[config.mk]
export PLATFORM = sky130hd
export DESIGN_NAME = if_fetch_stage
export DESIGN_NICKNAME = d
export VERILOG_FILES = /design/src/rtl/if_fetch_stage.sv
export SDC_FILE = /design/constraint.sdc
export NUM_CORES = 1
export LEC_CHECK = 0
export BUFFER_PORTS_ARGS = -buffer_cell sky130_fd_sc_hd__buf_2
export CAP_MARGIN = 25
export CORE_MARGIN = 3
export CORE_UTILIZATION = 52
export CTS_CLUSTER_DIAMETER = 100
export DETAILED_ROUTE_END_ITERATION = 10
export GPL_ROUTABILITY_DRIVEN = 1
export HOLD_SLACK_MARGIN = 0.08
export MAX_ROUTING_LAYER = met4
export PLACE_DENSITY = 0.85
export SETUP_SLACK_MARGIN = 0.3
export SYNTH_ARGS = -nofsm -noshare
export SYNTH_HDL_FRONTEND = slang
export SYNTH_SLANG_ARGS = --single-unit
[constraint.sdc]
create_clock -name clk -period 5.7 [get_ports clk]
set_input_delay 0.285 -clock clk [delete_from_list [all_inputs] [get_ports clk]]
set_output_delay 0.285 -clock clk [all_outputs]
set_load 0.005 [all_outputs]
[src/rtl/if_fetch_stage.sv]
// rtl/if_fetch_stage.sv - instruction-fetch stage: PC, imem handshake, redirects, IF/ID feed
module if_fetch_stage #(
    parameter logic [31:0] RESET_PC = 32'h00000000,
    parameter logic [31:0] EXC_VEC  = 32'h80000004
) (
    input  logic        clk,
    input  logic        reset,
    input  logic        hold,
    input  logic        exception,
    input  logic        jump,
    input  logic [31:0] jump_target,
    input  logic        branch_taken,
    input  logic [31:0] branch_target,
    output logic        imem_req,
    output logic [31:0] imem_addr,
    input  logic        imem_gnt,
    input  logic        imem_rvalid,
    input  logic [31:0] imem_rdata,
    output logic [31:0] ReadInst,
    output logic [31:0] IF_PC_Plus_4,
    output logic        inst_valid,
    output logic        if_flush
);

    typedef enum logic [1:0] {
        ST_REQ  = 2'd0,
        ST_WAIT = 2'd1,
        ST_FULL = 2'd2
    } state_t;

    state_t      state, state_n;
    logic [31:0] pc, pc_n;
    logic        drop, drop_n;
    logic [31:0] inst_buf, inst_buf_n;
    logic [31:0] pc_plus_4, pc_plus_4_n;
    logic        redirect;
    logic [31:0] target;

    // Redirect select: exception beats jump beats branch.
    always_comb begin
        redirect = exception | jump | branch_taken;
        target   = branch_target;
        if (exception) begin
            target = EXC_VEC;
        end else if (jump) begin
            target = jump_target;
        end
    end

    // Next-state, PC update and handshake outputs.
    always_comb begin
        state_n     = state;
        pc_n        = pc;
        drop_n      = drop;
        inst_buf_n  = inst_buf;
        pc_plus_4_n = pc_plus_4;
        imem_req    = 1'b0;
        inst_valid  = 1'b0;
        case (state)
            ST_REQ: begin
                imem_req = 1'b1;
                if (redirect) begin
                    pc_n = target;
                end
                if (imem_gnt) begin
                    state_n = ST_WAIT;
                    // The granted request is for the old PC, so its data must be thrown away.
                    if (redirect) begin
                        drop_n = 1'b1;
                    end
                end
            end
            ST_WAIT: begin
                if (redirect) begin
                    pc_n = target;
                end
                if (imem_rvalid) begin
                    drop_n  = 1'b0;
                    state_n = ST_REQ;
                    if (!drop && !redirect) begin
                        inst_buf_n  = imem_rdata;
                        pc_plus_4_n = pc + 32'd4;
                        state_n     = ST_FULL;
                    end
                end else if (redirect) begin
                    drop_n = 1'b1;
                end
            end
            ST_FULL: begin
                inst_valid = 1'b1;
                if (redirect) begin
                    pc_n    = target;
                    state_n = ST_REQ;
                end else if (!hold) begin
                    // IF/ID captures the buffered instruction at this edge.
                    pc_n    = pc + 32'd4;
                    state_n = ST_REQ;
                end
            end
            default: begin
                state_n = ST_REQ;
            end
        endcase
    end

    // State registers with synchronous reset.
    always_ff @(posedge clk) begin
        if (reset) begin
            state     <= ST_REQ;
            pc        <= RESET_PC;
            drop      <= 1'b0;
            inst_buf  <= 32'd0;
            pc_plus_4 <= 32'd0;
        end else begin
            state     <= state_n;
            pc        <= pc_n;
            drop      <= drop_n;
            inst_buf  <= inst_buf_n;
            pc_plus_4 <= pc_plus_4_n;
        end
    end

    // Presented values hold while not FULL; if_flush masks them.
    always_comb begin
        imem_addr    = pc;
        ReadInst     = inst_buf;
        IF_PC_Plus_4 = pc_plus_4;
        if_flush     = !inst_valid || redirect;
    end

endmodule

After elaboration in Yosys (flattened, before gate mapping). Cells that the tools add are included.

$add $sub $neg: 1. Equal/unequal tests: 6. Mux-type cells: 18. Bitwise logic cells: 2. Reductions and logical operators: 13.

Operator list (count): two-way mux 32 bit (5); one-hot mux 32 bit (2 select lines) (1); adder 32 x 3 -> 32 bit (second input constant) (1); two-way mux 2 bit (5); AND reduction 3 bit (3); one-hot mux 2 bit (3 select lines) (1); two-way mux 1 bit (5); inequality test 2 bit (second input constant) (2); nonzero test 2 bit (2); logical NOT 1 bit (3); inequality test 3 bit (second input constant) (1); == test 2 x 1 -> 1 bit (second input constant) (1); == test 2 bit (second input constant) (1); logical NOT 2 bit (1); inequality test 2 x 1 -> 1 bit (second input constant) (1); bitwise OR 1 bit (2); one-hot mux 1 bit (2 select lines) (1); AND reduction 2 bit (1); OR reduction 2 bit (1); logical AND 1 bit (1); logical OR 1 bit (1).

Bits in registers: 99. Input bits: 104. Word-level logic and storage cells: 45.

Depth between registers and ports, before layout.
Word-level depth: 7. Gate-level depth with buffers: 9. Depth with buffers taken out: 6.

Worst setup path after synthesis. No wires, ideal clock.

Path type: reg-to-reg. Start point: register pc[2], in the netlist imem_addr[2]. End point: register pc[28], in the netlist imem_addr[28]. Arrival time: 1950 ps. Required time: 5630 ps. Path slack: 3679 ps. Stages on the path, launching flop included: 8. Cell sequence: dfxtp_1 -> ha_1 -> clkbuf_1 -> inv_1 -> nor4_4 -> and4_1 -> mux2_2 -> a21oi_1.

Cells in the longest elaborated chain, start to end: 4.

RTL lines: start, declared (line 32) `logic [31:0] pc, pc_n;`; start signal, assigned (line 116) `pc <= pc_n;`; adder 32 x 3 -> 32 bit (line 96) `pc_n = pc + 32'd4;`; two-way mux 32 bit (line 94) `end else if (!hold) begin`; two-way mux 32 bit (line 91) `if (redirect) begin`; one-hot mux 32 bit (2 select lines) (line 59) `case (state)`.

Every way passes these cells. The select of a mux whose other input is x is not followed. A chain may end at the register's enable or synchronous reset.

Final worst setup path.
Start point: register state[1]. End point: output port if_flush.

Cells in the longest elaborated chain, start to end: 4.

RTL lines: start, declared (line 31) `state_t state, state_n;`; start signal, assigned (line 115) `state <= state_n;`; == test 2 bit (line 59); two-way mux 1 bit (line 59); logical NOT 1 bit (line 128) `if_flush = !inst_valid || redirect;`; logical OR 1 bit (line 128); end, declared (line 22) `output logic if_flush`.

Every way passes these cells.

==> impl_results.md <==
- Yosys top cell area share: 39.6%
- Max Root-Sink Buffers: 2
- Chip Height: 104 um
- CTS buffer count: 9
- Crit path kind: reg2out
- Crit-path cells: nor2b_2, and2_1, buf_4, inv_2, buf_2
- GRT Util Overall: 27.0%
- Post-DRT Antenna Nets: 0
- Final net count: 883
- Mapped Area: 5000 um2
- IO Count: 203
- CTS tree: yes
- Max Clk Rate: 0.435 GHz
- Vias/cell: 5.68
- Lkg Pwr: 2.76 nW
- Hold_buf cts: 0
- Seq/Total Area, Yosys: 39.6%
- Critical path endpoint category: primary output
- Main synth FF type: dfxtp_1
- VDD IR-drop max: 192 uV
- Yosys warns: 0
- Clock Tree Root: clkbuf_8
- Layout cells sized above 1: 30.4%
- Final Max Slew Viols: 0
- Die span in x: 104 um
- Slew headroom: 33.7%
- First-pass GRT wire length: 23900 um
- Slowest cell on crit path: dfxtp_1
- Hpwl dp: 10400 um
- Initial Util: 53.9%
- Routed WL per cell: 16.1 um
- Area growth from synthesis to layout: 24.2%
- Startpoint Class: register
- RSZ-0062 raised after global routing: false
- Seq cells post-synth: 99
- Post-synth top cells: dfxtp_1 (99), nand2_1 (90), a21oi_1 (72)
- TritonRoute pass-1 iters: 6
- Post-CTS setup buffer count: 0
- Clock Latency Late Sink: 0.36 ns
- Post-place setup slack: 3.03 ns
- Final setup violation count: 0
- Fill count: 808
- Clock Sinks: 99
- Synthesized area per cell: 8.21 um2
- Post-synth top area cell: dfxtp_1
- CP required: 5.41 ns
- Worst Hold Class: in2reg
- MaxCap Viol Count: 0
- EDFF count, synth: 0
- Final hold violation count: 0
- WP buf/inv: 3
- TNS Setup: 0 ns
- Tcrit/Tclk final: 40.3%
- PD cells: 220 nW/um2
- Worst endpoint data arrival time: 2.01 ns
- GR Overflow Total: 0
- Synth top area cells: dfxtp_1 (40%), a21oi_1 (7.2%), mux2i_1 (7.2%)
- Routed WL: 14700 um
- Clk slew on worst S/H paths: 0.10 ns
- GP Congestion: 0.860
- Worst path max stage delay: 0.45 ns
- Crit-path max FO: 28
- Port buffer count: 202
- Vias: 5180
- Initial antenna violation count: 1
- Asr flop ratio synth: 0%
- 1st-iter DRT viols: 352
- Vias in the first global route: 4983
- Clock skew: 0.0144 ns
- Rows: 35
- Residual DRC: 0
- Outcome: finished, final reports clean
- H-Tree Depth: 3
- Worst path top cell family by delay: buffers and inverters
- Synth Instances: 609
- Core area: 9280 um2
- Final Critical Period: 2.30 ns
- Count leader, synth: dfxtp_1
- Unique masters post-synth: 53
- Largest net degree at the start of global routing: 88
- Syn_nets: 714
- Post-CTS sizing: 0
- Least-Margin Pin Slew: 0.995 ns
- Die ar.: 10800 um2
- Setup ws final: 3.40 ns
## cell usage in the layout, fill, tap and decap left out, types with 2 or more instances in the layout
master / n
and3_1: 5
xnor2_1: 11
o22a_1: 4
nand2_1: 90
mux2i_1: 36
a211oi_1: 19
nor4_4: 2
nor3_1: 23
inv_1: 10
or3_1: 7
nor2_1: 45
dfxtp_1: 99
buf_2: 202
nand4_4: 2
xor2_1: 16
o21a_1: 3
a21oi_1: 72
o22ai_1: 4
a21o_1: 7
o21ai_0: 23
clkbuf_8: 10
nand4_1: 9
and4_1: 4
o32ai_1: 14
inv_6: 2
a31oi_1: 4
and2_1: 4
buf_4: 6
nor2b_1: 3
a22oi_1: 7
nand3_1: 13
## power breakdown
group / switching [mW] / total (mW) / leakage (nW) / internal [mW]
Sequential: 0.0257 / 0.734 / 0.803 / 0.708
Clock: 0.251 / 0.467 / 0.103 / 0.216
Combinational: 0.0847 / 0.162 / 1.86 / 0.0775
## final timing paths
path | start | to | slack [ns] | cells past startpoint
hold reg to reg | ReadInst[15]$_SDFFE_PP0P_ | ReadInst[15]$_SDFFE_PP0P_ | 0.46 | 2
setup reg to reg | state[1]$_SDFFE_PP0P_ | imem_addr[29]$_SDFFE_PP0P_ | 3.40 | 7
hold / removal | imem_rdata[1] | ReadInst[1]$_SDFFE_PP0P_ | 0.15 | 3
setup / recovery | state[1]$_SDFFE_PP0P_ | if_flush | 3.40 | 5
## stage by stage
| step | power [mW] | utilization [%] | area (um2) | std cells | hold WS, ns |
|---|---|---|---|---|---|
| 6_report | 1.36 | 66.9 | 6210 | 912 | 0.149 |
| 5_1_grt | 1.42 | 66.9 | 6210 | 912 | 0.137 |
| 3_3_place_gp | 0.905 | 64.4 | 5980 | 895 | 0.439 |
| 4_1_cts | 1.37 | 66.6 | 6180 | 910 | 0.139 |
| 2_1_floorplan | 0.836 | - | 5000 | 609 | 0.421 |
| 3_5_place_dp | 0.910 | 64.4 | 5980 | 895 | 0.445 |
## worst reg2reg max path, cell delays in order, from the launching register on
cell and delay, ns:
dfxtp_1 0.45, nor2b_2 0.25, and2_1 0.15, buf_4 0.31
inv_2 0.28, or3_1 0.36, mux2_1 0.29, a21oi_1 0.14
## area by class of cell
class / count / area [um2] / share of cell area [%]
tap: 129 / 161 / 2.60
sequential: 99 / 1980 / 31.9
clock buffer: 10 / 138 / 2.22
clock inverter: 5 / 61.3 / 0.987
timing repair buffer: 209 / 1080 / 17.4
antenna: 1 / 2.50 / 0.0403
multi-input combinational: 448 / 2740 / 44.1
inverter: 11 / 41.3 / 0.665
## registers in the layout, summed over array words and instances (netlist names)
signal        count
state             2
ReadInst         32
drop              1
IF_PC_Plus_4     32
imem_addr        32
## kinds of logic after synthesis
logic type      count (synthesis)  share of synthesized area [%]
flops                          99                           39.6
compound gates                166                           20.8
simple gates                  216                           21.2
mux                            38                           7.66
xor+xnor                       27                           4.73
buf+inv                        62                           5.70
fa+ha+maj                       1                          0.250
## per-layer routing
layer	vias up	track usage (%)	routed length (um)
met5	-	-	0
li1	2504	-	-
met3	23	6.83	1110
met1	2418	33.4	6370
met2	235	43.7	6970
met4	0	8.17	245
No activity file was read; power rests on OpenSTA's default activity.
